<file path="src/rtl/wallace_product_accumulator.sv">
// wallace_product_accumulator: registered CPA merge of sum/carry rows into a saturating run accumulator with valid/ready readout.
// Optional macro APPROX_ACC_EN: OR-combines the low APPROX_LSBS accumulator bits instead of adding them.
module wallace_product_accumulator #(
  parameter int LEN = 4,
  parameter int ACC_W = 24,
  parameter int APPROX_LSBS = 4
) (
  input  logic             clk,
  input  logic             rst,
  input  logic [15:0]      sum_in,
  input  logic [15:0]      carry_in,
  input  logic             in_valid,
  output logic             in_ready,
  output logic [ACC_W-1:0] acc_out,
  output logic             ovf_out,
  output logic             out_valid,
  input  logic             out_ready
);
  typedef enum logic [1:0] {ACCUM, DONE, CLEAR} state_t;
  localparam logic [7:0] LEN_C = 8'(LEN);
  state_t           state;
  logic [16:0]      prod_q;
  logic             p_vld;
  logic [7:0]       cnt;
  logic [ACC_W-1:0] acc;
  logic             ovf;
  logic [ACC_W-1:0] acc_nxt;
  logic             sat;
  logic             accept;
  logic [ACC_W:0]   prod_x;
  if (LEN < 1 || LEN > 255 || ACC_W < 17 || APPROX_LSBS < 0 || APPROX_LSBS > 16) begin : g_bad
    $error("wallace_product_accumulator: parameter out of range");
  end
  assign in_ready  = state == ACCUM && cnt < LEN_C;
  assign out_valid = state == DONE;
  assign acc_out   = acc;
  assign ovf_out   = ovf;
  assign accept    = in_valid & in_ready;
  assign prod_x    = (ACC_W+1)'(prod_q);
`ifdef APPROX_ACC_EN
  localparam int L = APPROX_LSBS;
  localparam logic [ACC_W:0] MASK = (ACC_W+1)'((64'd1 << L) - 64'd1);
  logic [ACC_W:0] hi;
  // low field is carry-free; saturation only looks at the exact upper part
  always_comb begin
    hi      = ({1'b0, acc} >> L) + (prod_x >> L);
    sat     = |(hi >> (ACC_W - L));
    acc_nxt = sat ? '1 : ACC_W'((hi << L) | (({1'b0, acc} | prod_x) & MASK));
  end
`else
  logic [ACC_W:0] sum;
  always_comb begin
    sum     = {1'b0, acc} + prod_x;
    sat     = sum[ACC_W];
    acc_nxt = sat ? '1 : sum[ACC_W-1:0];
  end
`endif
  always_ff @(posedge clk) begin
    if (rst) begin
      state  <= ACCUM;
      prod_q <= '0;
      p_vld  <= 1'b0;
      cnt    <= '0;
      acc    <= '0;
      ovf    <= 1'b0;
    end else begin
      p_vld <= accept;
      if (accept) begin
        prod_q <= 17'(sum_in) + 17'(carry_in);
        cnt    <= cnt + 8'd1;
      end
      if (state == CLEAR) begin
        acc <= '0;
        ovf <= 1'b0;
        cnt <= '0;
      end else if (p_vld) begin
        acc <= acc_nxt;
        ovf <= ovf | sat;
      end
      // DONE only once the last product has left the CPA register
      state <= state == ACCUM ? ((cnt == LEN_C && !p_vld) ? DONE : ACCUM)
             : state == DONE  ? (out_ready ? CLEAR : DONE)
             : ACCUM;
    end
  end
endmodule
</file>
<file path="config.mk">
export PLATFORM = sky130hd
export DESIGN_NAME = wallace_product_accumulator
export DESIGN_NICKNAME = d
export VERILOG_FILES = /design/src/rtl/wallace_product_accumulator.sv
export SDC_FILE = /design/constraint.sdc
export NUM_CORES = 1
export LEC_CHECK = 0
export BUFFER_PORTS_ARGS = -buffer_cell sky130_fd_sc_hd__buf_2
export CAP_MARGIN = 20
export CORE_MARGIN = 2
export CORE_UTILIZATION = 40
export CTS_CLUSTER_SIZE = 28
export DETAILED_ROUTE_END_ITERATION = 8
export PLACE_DENSITY = 0.58
export RECOVER_POWER = 50
export SLEW_MARGIN = 10
export SYNTH_ARGS = -nofsm -noshare
export SYNTH_HDL_FRONTEND = slang
export SYNTH_SLANG_ARGS = --single-unit
</file>
<file path="constraint.sdc">
create_clock -name clk -period 3 [get_ports clk]
set_input_delay 0 -clock clk [delete_from_list [all_inputs] [get_ports clk]]
set_output_delay 0 -clock clk [all_outputs]
set_load 0.05 [all_outputs]
</file>
# Yosys cells after proc, flatten, opt, wreduce, memory -nomap -nowiden
# Cells that the tools add are included.
# Widths: inputs -> output; s select.
dict set report op_classes {
  n_addsub 3
  mul 0
  div 0
  magnitude_cmp 1
  n_eq_ne 3
  shift 0
  n_mux 5
  bitwise_logic 2
  n_reduce_logical 5
}
# operator n
set ops {}
lappend ops {{$add 24x17->25} 1}
lappend ops {{$mux 24} 1}
lappend ops {{$add 16x16->17} 1}
lappend ops {{$add 8x1->8 const B} 1}
lappend ops {{$eq 8x3->1 const B} 1}
lappend ops {{$lt 8x3->1 const B} 1}
lappend ops {{$mux 2} 3}
lappend ops {{$eq 2x1->1 const B} 1}
lappend ops {{$eq 2x2->1 const B} 1}
lappend ops {{$logic_and 1x1->1} 2}
lappend ops {{$logic_not 2->1} 1}
lappend ops {{$reduce_or 2->1} 1}
lappend ops {{$and 1x1->1} 1}
lappend ops {{$logic_not 1->1} 1}
lappend ops {{$mux 1} 1}
lappend ops {{$or 1x1->1} 1}
dict set report word_totals {
  ff_bits 53
  latchBits 0
  mem_bits_rw 0
  rom_bits 0
  input_bits 36
  output_inout_bits 27
  word_cells 25
  mem_count 0
}

# Logic depth before layout (Yosys ltp)
# Gate-level depths: netlist of the first run.
dict set report depth {
  depth_word 4
  mapped_depth 10
  mapped_depth_nobuf 9
}

# Least setup slack after synthesis of the first run
# OpenSTA, ideal clock, no wires.
dict set report synth_path {
  path_type {register to register}
  start {register acc[0], in the netlist acc_out[0]}
  end {register acc[19], in the netlist acc_out[19]}
  arrival_ns 2.745
  required_time_ns 2.879
  setup_slack_ns 0.134
  stages_incl_launch_ff 11
  path_buffers 1
  period_less_slack_ns 2.866
  path_cell_list {dfxtp_1 ha_1 fa_1 a211oi_1 nor3b_1 o211a_1 o2111ai_1 and2_1 clkbuf_1 and4_1 nor3_1}
}
dict set report synth_via {
  elab_chain_len 2
}
# item line
set synth_rtl {}
lappend synth_rtl {{start, declared} 25} ;# logic [ACC_W-1:0] acc;
lappend synth_rtl {{start signal, assigned} 77} ;# acc <= acc_nxt;
lappend synth_rtl {{$add 24x17->25} 53} ;# sum = {1'b0, acc} + prod_x;
lappend synth_rtl {{$mux 24} 55} ;# acc_nxt = sat ? '1 : sum[ACC_W-1:0];
# No other way between the ends.
# A chain may end at the register's enable or synchronous reset.

# Worst setup path in the final report of the first run
dict set report layout_path {
  start {register cnt[5]}
  end {register prod_q[9]}
}
dict set report layout_via {
  elab_chain_len 3
}
# item line
set layout_rtl {}
lappend layout_rtl {{start, declared} 24} ;# logic [7:0] cnt;
lappend layout_rtl {{start signal, assigned} 70} ;# cnt <= cnt + 8'd1;
lappend layout_rtl {{$lt 8x3->1} 34} ;# assign in_ready = state == ACCUM && cnt < LEN_C;
lappend layout_rtl {{$logic_and 1x1->1} 34}
lappend layout_rtl {{$and 1x1->1} 38} ;# assign accept = in_valid & in_ready;
lappend layout_rtl {{end signal, assigned} 69} ;# prod_q <= 17'(sum_in) + 17'(carry_in);
lappend layout_rtl {{end, declared} 22} ;# logic [16:0] prod_q;
# No other way between the ends.

==> results of run 1 <==
-- cells by family after synthesis --
logic type / synth area share, %
buffers and inverters: 3.09
AOI/OAI and AO/OA: 26.3
DFF: 30.1
and+or+nand+nor: 20.6
adders and majority gates: 13.6
muxes: 0.284
xor gates and xnor gates: 5.97
-- metrics by stage --
stage / setup slack, ns / cell area [um^2] / total power [W]
detailed placement: 0.231 / 3940 / 0.00132
CTS: 0.205 / 4070 / 0.00182
finish: 0.192 / 4030 / 0.00180
global route: 0.0483 / 4030 / 0.00191
global placement: 0.316 / 3940 / 0.00132
floorplan: 0.134 / 3520 / 0.00119
-- repair_timing --
item | in CTS | in global routing
hold buffers | 1 | 0
buffers inserted | 0 | 0
hold endpoints to repair | 2 | 0
endpoints found under the setup margin | 0 | 3
gates resized for setup | 0 | 1
-- placed cells by master, fill, tap and decap left out, types with 3 or more instances in the layout --
cell       n
o211ai_1   5
o21bai_1   5
xor2_1    13
clkbuf_1  28
a311oi_1   3
and2_1     6
ha_1      35
a21o_1    13
and2_0     3
or4_1      5
a21oi_1   42
nor3b_1    4
o22ai_1    5
nand2_1   35
o21ai_0   30
buf_4      5
xnor2_1   11
o21a_1     5
clkbuf_8   5
o221a_2    4
nand3b_1   5
nand4b_1   3
a31oi_1   11
a211oi_1   9
nor2b_1    3
and3_1     9
inv_1      9
nor3_1     5
dfxtp_1   53
nand3_1   12
nor2_1    31
buf_2     35
-- metal layers --
metal | up-vias | routed length (um) | track usage [%]
li1 | 1694 | - | -
met1 | 1423 | 4040 | 23.7
met2 | 72 | 3630 | 27.0
met3 | 7 | 368 | 2.36
met4 | 0 | 101 | 4.70
met5 | - | 0 | 0
-- flip-flops by register name, indices dropped and copies added (netlist names) --
| register | cells |
|---|---|
| p_vld | 1 |
| ovf_out | 1 |
| prod_q | 17 |
| state | 2 |
| cnt | 8 |
| acc_out | 24 |
-- where the power goes --
part / switching (W) / total (W) / internal (W)
Sequential: 0.0000387 / 0.000788 / 0.000749
Combinational: 0.000315 / 0.000513 / 0.000198
Clock: 0.000246 / 0.000496 / 0.000250
-- Yosys cell counts, types with 9 or more instances --
master	instances
inv_1	9
a211oi_1	9
and2_1	9
a21o_1	13
o21ai_0	30
and3_1	9
xor2_1	13
nand3_1	13
dfxtp_1	53
ha_1	35
xnor2_1	11
nand2_1	35
a21oi_1	42
nor2_1	31
a31oi_1	11
clkbuf_1	11
-- how the worst max path moves through the flow --
stage,start,end,slack [ns],cells past startpoint
global placement,acc_out[0],acc_out[13],0.32,8
detailed placement,acc_out[0],acc_out[11],0.23,8
floorplan,acc_out[0],acc_out[19],0.13,10
finish,cnt[5],prod_q[9],0.19,5
global route,acc_out[0],acc_out[2],0.05,10
CTS,acc_out[0],acc_out[13],0.20,8
-- final cells by class --
cell class / instances / area [um^2] / share of cell area (%)
sequential: 53 / 1060 / 26.4
clock inverter: 3 / 46.3 / 1.15
timing repair buffer: 69 / 328 / 8.14
tap: 108 / 135 / 3.36
clock buffer: 5 / 68.8 / 1.71
multi-input combinational: 343 / 2350 / 58.4
inverter: 9 / 33.8 / 0.839
-- worst min-delay path, cell delays in order --
cell and delay, ns:
buf_2 0.08, ha_1 0.11, nand2_1 0.05, a21oi_1 0.11
==> impl_metrics.csv, run 1 <==
group,metric,value,unit
hold_path,whs_path_depth,4,
drt,drt_wl_total,8.14,mm
synthesis,ys_seq_area_share,30.1,%
hold_path,hp-class,"primary input to flip-flop",
setup_path,slowest_stage,"or3b_1",
grt,grt_pass1_wl,13.7,mm
synthesis,synthArstFlopShare,0,%
setup_path,reg2reg_slack,0.19,ns
clocking,cts_tree,"built",
layout,fill_cells,895,
layout,utilization,46.6,%
hold_path,min_to,"prod_q[0]",
setup_path,worst-path-buf-inv,0,
sta,fin_skew,0.00841,ns
setup_path,rr_startpoint,"cnt[5]",
sta,period_share,93.6,%
setup_path,start_kind,"flip-flop",
floorplanning,boundaryPins,63,
clocking,clockBufferDepth,2,
drt,drtAntennaViolNets,0,
sta,hold_ws,0.0848,ns
status,status,"finished, final reports clean",
synthesis,synth_top_area_cell,"dfxtp_1",
synthesis,ys_warn_count,0,
synthesis,synthFlopType,"dfxtp_1",
drt,drt_iter0_drc,120,
run,drv_cap,0,
synthesis,synth_nets,493,
synthesis,synth.distinct_cells,58,
floorplanning,core_area,8640,um^2
setup_path,crit_family,"simple AND/OR/NAND/NOR gates",
floorplanning,fp.dieW,97.9,um
sta,finalSetupTns,0,ns
layout,syn_to_final_growth,14.2,%
sta,slew_viol_final,0,
setup_path,worstPathArrival,3.06,ns
setup_path,critPathMostFrequentCell,"or4_1",
layout,drive_above_1_share,12.4,%
sta,slew_headroom,42.9,%
setup_path,path_class,"flip-flop to flip-flop",
grt,grt_use_total,16.8,%
sta,fin_crit,2.81,ns
floorplanning,die_area,9580,um^2
floorplanning,num_rows,34,
synthesis,syn_inst,420,
pwr,peakVddDrop,0.204,mV
synthesis,synth_edf_count,0,
sta,rsz0062_at_grt,"false",
setup_path,cp_cell_sequence,"or4_1 > or4_1 > or3b_1 > or4_1 > nand3_1",
clocking,insertion_delay,0.31,ns
clocking,numCtsBuffers,5,
drt,vias_per_cell,5.42,
setup_path,r2r-end,"prod_q[9]",
placed_design,place_congestion,0.884,
layout,nets,554,
sta,final_hold_viol_count,0,
synthesis,avgSynthCellArea,8.39,um^2
placed_design,placedCellCount,581,
layout,insertedDiodeCount,0,
setup_path,cpPeakStageDelay,0.77,ns
setup_path,reg2reg_depth,5,
drt,firstDrtPassIters,4,
setup_path,cp_max_fo,23,
drt,dr_total_vias,3196,
drt,drt-wirelength-per-cell,13.8,um
grt,first_global_vias,2887,
floorplanning,fp.dieH,97.9,um
clocking,path_clk_slew,0.09,ns
synthesis,synth.area.top_cells,"dfxtp_1, ha_1, a21oi_1",
grt,grt-ovfl-total,0,
clocking,cts_max_level,2,
placed_design,dp_hpwl,6.27,mm
synthesis,synth.top_cell.area_share,30.1,%
synthesis,ys_seq_elements,53,
grt,antenna_found_initial,0,
pwr,p_leak,1.76,nW
layout,layout.cells.non_filler,590,
sta,worst_slew_pin_slew,0.856,ns
drt,drc,0,
clocking,cts-root-buf,"clkbuf_8",
setup_path,critPathCaptureType,"flip-flop",
hold_path,min_from,"carry_in[0]",
grt,grt_max_degree,33,
clocking,clock_sinks,53,
floorplanning,start_util,40.8,%
setup_path,cp_data_required_time,3.25,ns
synthesis,syn_area,3520,um^2
sta,max_freq,356,MHz
sta,setup_violations,0,
pwr,power_density,446,nW/um^2
placed_design,numPortBuffers,62,
(Power assumes the default switching activity.)
==> run 2: changes to the inputs <==
Settings changed: ABC_AREA set to 1, PLACE_DENSITY 0.58 to 0.61, REMOVE_ABC_BUFFERS set to 1.
==> run 2 against run 1 <==
  * Flip-flop and latch count unchanged
  * Global-route usage grew 2.8 points
  * Power increased by 2.6%
  * Clock-buffer cell count grew 2
  * Worst setup slack improved by 0.53 ns
  * Sequential share of layout area down 3.1 points
  * Design area up 13%
  * Highest routed layer unchanged
  * Worst hold slack got worse by 0.046 ns
==> impl_metrics.csv, run 2 <==
group,metric,value,unit
layout,drive_above_1_share,7.53,%
clocking,cts_max_level,2,
drt,drc,0,
floorplanning,num_rows,36,
pwr,p_leak,2.45,nW
grt,grt_pass1_wl,17.8,mm
clocking,clockBufferDepth,2,
synthesis,synthMostInstantiatedCell,"nand2_1",
grt,grt_use_total,19.7,%
floorplanning,boundaryPins,63,
drt,drt-wirelength-per-cell,12.4,um
pwr,switching_share,36.9,%
synthesis,avgSynthCellArea,6.22,um^2
pwr,power_density,403,nW/um^2
clocking,cts_hold_buf,1,
run,drv_cap,0,
grt,first_global_vias,3960,
sta,slew_viol_final,0,
synthesis,synth_top_area_cell,"dfxtp_1",
sta,fin_crit,2.28,ns
synthesis,ys_top_cells_by_count,"nand2_1, inv_1, nor2_1",
synthesis,ys_seq_elements,53,
pwr,power.total,0.00184,W
floorplanning,die_area,11000,um^2
status,status,"finished, final reports clean",
grt,grt-ovfl-total,0,
clocking,cts_resized,0,
clocking,clock_sinks,53,
hold_path,hp-class,"primary input to flip-flop",
drt,firstDrtPassIters,4,
pwr,peakVddDrop,0.199,mV
setup_path,cp_max_fo,10,
placed_design,dp_hpwl,8.63,mm
clocking,post_cts_buffers,0,
sta,slew_headroom,57.3,%
synthesis,ys_seq_area_share,26.2,%
sta,rsz0062_at_grt,"false",
layout,layout_common_cells,"nand2_1, inv_1, nor2_1",
drt,vias_per_cell,4.82,
synthesis,ys_warn_count,0,
clocking,numCtsBuffers,5,
grt,grt_max_degree,29,
layout,fill_cells,1105,
sta,max_freq,438,MHz
floorplanning,start_util,41.3,%
synthesis,synth.top_cell.area_share,26.2,%
floorplanning,core_area,9820,um^2
drt,drtAntennaViolNets,0,
pwr,seqPwrFrac,43.1,%
setup_path,start_kind,"flip-flop",
sta,setup_violations,0,
pwr,power.internal,0.00116,W
layout,insertedDiodeCount,0,
sta,period_share,76.0,%
drt,drt_wl_total,10.5,mm
pwr,combPwrFrac,31.6,%
drt,dr_total_vias,4093,
synthesis,synthArstFlopShare,0,%
clocking,cts_tree,"built",
setup_path,worstPathArrival,2.50,ns
synthesis,synth.distinct_cells,34,
layout,largest_reg_flops,24,
placed_design,place_congestion,0.892,
synthesis,syn_inst,652,
sta,finalSetupTns,0,ns
clocking,cts-root-buf,"clkbuf_8",
floorplanning,fp.dieW,105,um
clocking,path_clk_slew,0.10,ns
synthesis,syn_area,4060,um^2
grt,antenna_found_initial,0,
placed_design,numPortBuffers,62,
setup_path,critPathCaptureType,"flip-flop",
sta,worst_slew_pin_slew,0.643,ns
pwr,power_frac_clock,25.3,%
clocking,insertion_delay,0.31,ns
floorplanning,fp.dieH,105,um
setup_path,path_class,"flip-flop to flip-flop",
setup_path,cp_data_required_time,3.22,ns
sta,fin_skew,0.00934,ns
synthesis,synth.area.top_cells,"dfxtp_1, nand2_1, ha_1",
sta,final_hold_viol_count,0,
layout,syn_to_final_growth,12.6,%
layout,layout.cells.non_filler,850,
placed_design,placedCellCount,841,
pwr,p_sw,0.000680,W
synthesis,synthFlopType,"dfxtp_1",
synthesis,synth_edf_count,0,
layout,final_common_cell,"nand2_1",
layout,nets,789,
drt,drt_iter0_drc,189,
layout,utilization,46.5,%
## run 2: path summary, 6_finish.rpt
kind	from	to	slack [ns]	depth (start not counted)
worst min register to register	cnt[5]	cnt[5]	0.44	2
worst min-delay path	rst	state[0]	0.04	2
worst max register to register	acc_out[0]	acc_out[1]	0.72	10
worst max-delay path	acc_out[0]	acc_out[1]	0.72	10
## run 2: metal layers
metal / up-vias / GRT usage [%] / wire (um)
met1: 1799 / 24.0 / 4910
li1: 2203 / - / -
met5: - / 0 / 0
met4: 0 / 5.62 / 179
met3: 10 / 2.43 / 409
met2: 81 / 36.1 / 5010
## run 2: worst max-delay path, stage by stage (launching register included)
cell,delay (ns)
dfxtp_1,0.33
ha_1,0.24
fa_1,0.46
nand2_1,0.10
nand3_1,0.08
nand3_1,0.08
nand2_1,0.12
nand3_1,0.14
nand4_2,0.29
o21ai_0,0.29
inv_1,0.05
## run 2: area by class of cell
class,instances,area (um^2),area share (%)
clock buffer,7,96.3,2.11
clock inverter,1,8.76,0.192
sequential,53,1060,23.2
tap,133,166,3.64
timing repair buffer,66,309,6.77
multi-input combinational,486,2530,55.4
inverter,104,395,8.66
## run 2: cells by family (layout without fill, tap and decap cells)
family | after synthesis | count (layout) | synth area share (%)
adder cells (fa/ha/maj) | 37 | 37 | 11.8
XOR/XNOR | 17 | 17 | 3.67
AO/OA/AOI/OAI | 89 | 89 | 11.5
buffers and inverters | 113 | 178 | 11.0
AND/OR/NAND/NOR | 343 | 343 | 35.9
flip-flops | 53 | 53 | 26.2
## run 2: through the flow
stage	setup slack [ns]	hold slack (ns)	cell area, um^2
after global placement	0.807	0.255	4500
after CTS	0.738	0.0416	4620
final	0.719	0.0393	4570
after global routing	0.545	0.0365	4570
after detailed placement	0.762	0.259	4500
after floorplan	0.831	0.0722	4010
## run 2: power groups by stage
stage / clock [W] / combinational [W] / sequential [W]
after detailed placement: 0 / 0.000589 / 0.000810
after global placement: 0 / 0.000586 / 0.000808
after CTS: 0.000479 / 0.000592 / 0.000794
after global routing: 0.000509 / 0.000665 / 0.000800
after floorplan: 0 / 0.000373 / 0.000865
final: 0.000466 / 0.000583 / 0.000794
==> run 3: changes to the inputs <==
Clock period 3 ns to 2.3 ns, I/O delays scaled along.
==> run 3 against run 2 <==
  * Clock skew down 0.0034 ns
  * Sequential share of layout area shrank 0.12 points
  * Utilization grew 0.24 points
  * Via count is 1.3% higher
  * Final cell count up 0.12%
  * Routed wire length is 0.17% lower
  * Register-to-register slack worse by 0.50 ns
  * Critical path type unchanged
  * Critical endpoint is now acc_out[23]
  * Design area up 0.52%
  * Critical path depth grew 2
==> impl_metrics.csv, run 3 (synthesis results as in run 2) <==
group,metric,value,unit
status,status,"finished, final reports clean",
placed_design,place_congestion,0.949,
clocking,post_cts_buffers,0,
floorplanning,fp.dieH,105,um
setup_path,cp_cell_sequence,"ha_1 > fa_2 > nand2_1 > nand3_1 > nand3_1 > nand2_1 > nand3_1 > nand3_2 > nand2_4 > nand2_1 > nor2_1 > nor2_1",
sta,max_freq,481,MHz
floorplanning,die_area,11000,um^2
placed_design,numPortBuffers,62,
pwr,peakVddDrop,0.201,mV
grt,grt_pass1_wl,17.5,mm
layout,utilization,46.7,%
clocking,numCtsBuffers,5,
grt,antenna_found_initial,0,
drt,drt_wl_total,10.5,mm
layout,largest_reg_flops,24,
sta,period_share,90.4,%
drt,vias_per_cell,4.87,
setup_path,critPathCaptureType,"flip-flop",
sta,fin_skew,0.00597,ns
clocking,clockBufferDepth,2,
layout,final_common_cell,"nand2_1",
floorplanning,start_util,41.3,%
setup_path,cpPeakStageDelay,0.40,ns
clocking,cts_max_level,2,
run,drv_cap,0,
setup_path,cp_max_fo,8,
clocking,cts_tree,"built",
setup_path,slowest_stage,"fa_2",
sta,setup_violations,0,
setup_path,cp_data_required_time,2.50,ns
floorplanning,fp.dieW,105,um
grt,grt-ovfl-total,0,
drt,drt_iter0_drc,169,
layout,post-route-cell-area,4590,um^2
sta,final_hold_viol_count,0,
layout,insertedDiodeCount,0,
layout,drive_above_1_share,7.80,%
sta,worst_slew_pin_slew,0.655,ns
setup_path,crit_family,"simple AND/OR/NAND/NOR gates",
floorplanning,core_area,9820,um^2
pwr,p_leak,2.46,nW
clocking,path_clk_slew,0.10,ns
grt,grt_use_total,19.4,%
drt,drc,0,
setup_path,path_class,"flip-flop to flip-flop",
drt,drt-wirelength-per-cell,12.3,um
sta,slew_viol_final,0,
sta,rsz0062_at_grt,"false",
drt,dr_total_vias,4147,
placed_design,dpl_cell_area,4510,um^2
sta,finalSetupTns,0,ns
hold_path,hp-class,"primary input to flip-flop",
floorplanning,num_rows,36,
clocking,clock_sinks,53,
placed_design,dp_hpwl,8.58,mm
grt,first_global_vias,3902,
drt,firstDrtPassIters,4,
drt,drtAntennaViolNets,0,
setup_path,worstPathArrival,2.28,ns
setup_path,worst-path-buf-inv,0,
layout,nets,790,
grt,grt_max_degree,29,
clocking,cts-root-buf,"clkbuf_8",
sta,slew_headroom,56.5,%
layout,layout_common_cells,"nand2_1, inv_1, nor2_1",
floorplanning,boundaryPins,63,
sta,fin_crit,2.08,ns
layout,syn_to_final_growth,13.1,%
setup_path,start_kind,"flip-flop",
clocking,insertion_delay,0.31,ns
pwr,power_density,524,nW/um^2
layout,fill_cells,1072,
## run 3: metal layers
layer  vias to the layer above  wire, um  track usage [%]
li1                       2204         -                -
met1                      1837      4780             24.1
met2                        88      5040             34.6
met3                        18       456             2.31
met4                         0       216             6.67
met5                         -         0                0
## run 3: metrics by stage
| step | setup WS [ns] | cells | hold WS (ns) | power [W] |
|---|---|---|---|---|
| after detailed placement | 0.0761 | 842 | 0.264 | 0.00183 |
| final | 0.221 | 851 | 0.0317 | 0.00240 |
| after CTS | 0.0397 | 851 | 0.0287 | 0.00243 |
| after global placement | 0.139 | 842 | 0.254 | 0.00182 |
| after floorplan | 0.131 | 643 | 0.0722 | 0.00162 |
| after global routing | 0.0458 | 851 | 0.0420 | 0.00256 |
## run 3: final timing paths
path | startpoint | endpoint | slack [ns] | depth (start not counted)
min reg2reg | cnt[6] | cnt[6] | 0.45 | 2
min | rst | p_vld | 0.03 | 2
max | acc_out[0] | acc_out[23] | 0.22 | 12
max reg2reg | acc_out[0] | acc_out[23] | 0.22 | 12
## run 3: timing repair
action	4_1_cts	5_1_grt
hold endpoints to repair	2	0
setup endpoints to repair	0	17
hold buffers	1	0
resized for setup	0	3
## run 3: power breakdown
part	leakage, nW	internal [W]	total, W	switching, W
Combinational	1.97	0.000260	0.000768	0.000508
Sequential	0.435	0.000981	0.00103	0.0000539
Clock	0.0549	0.000279	0.000601	0.000322
Total	2.46	0.00152	0.00240	0.000885
## run 3: area by class of cell
| cell class | count | area [um^2] | share of cell area, % |
|---|---|---|---|
| clock inverter | 1 | 8.76 | 0.191 |
| sequential | 53 | 1060 | 23.1 |
| tap | 133 | 166 | 3.63 |
| clock buffer | 7 | 96.3 | 2.10 |
| multi-input combinational | 486 | 2540 | 55.5 |
| timing repair buffer | 67 | 317 | 6.90 |
| inverter | 104 | 395 | 8.62 |
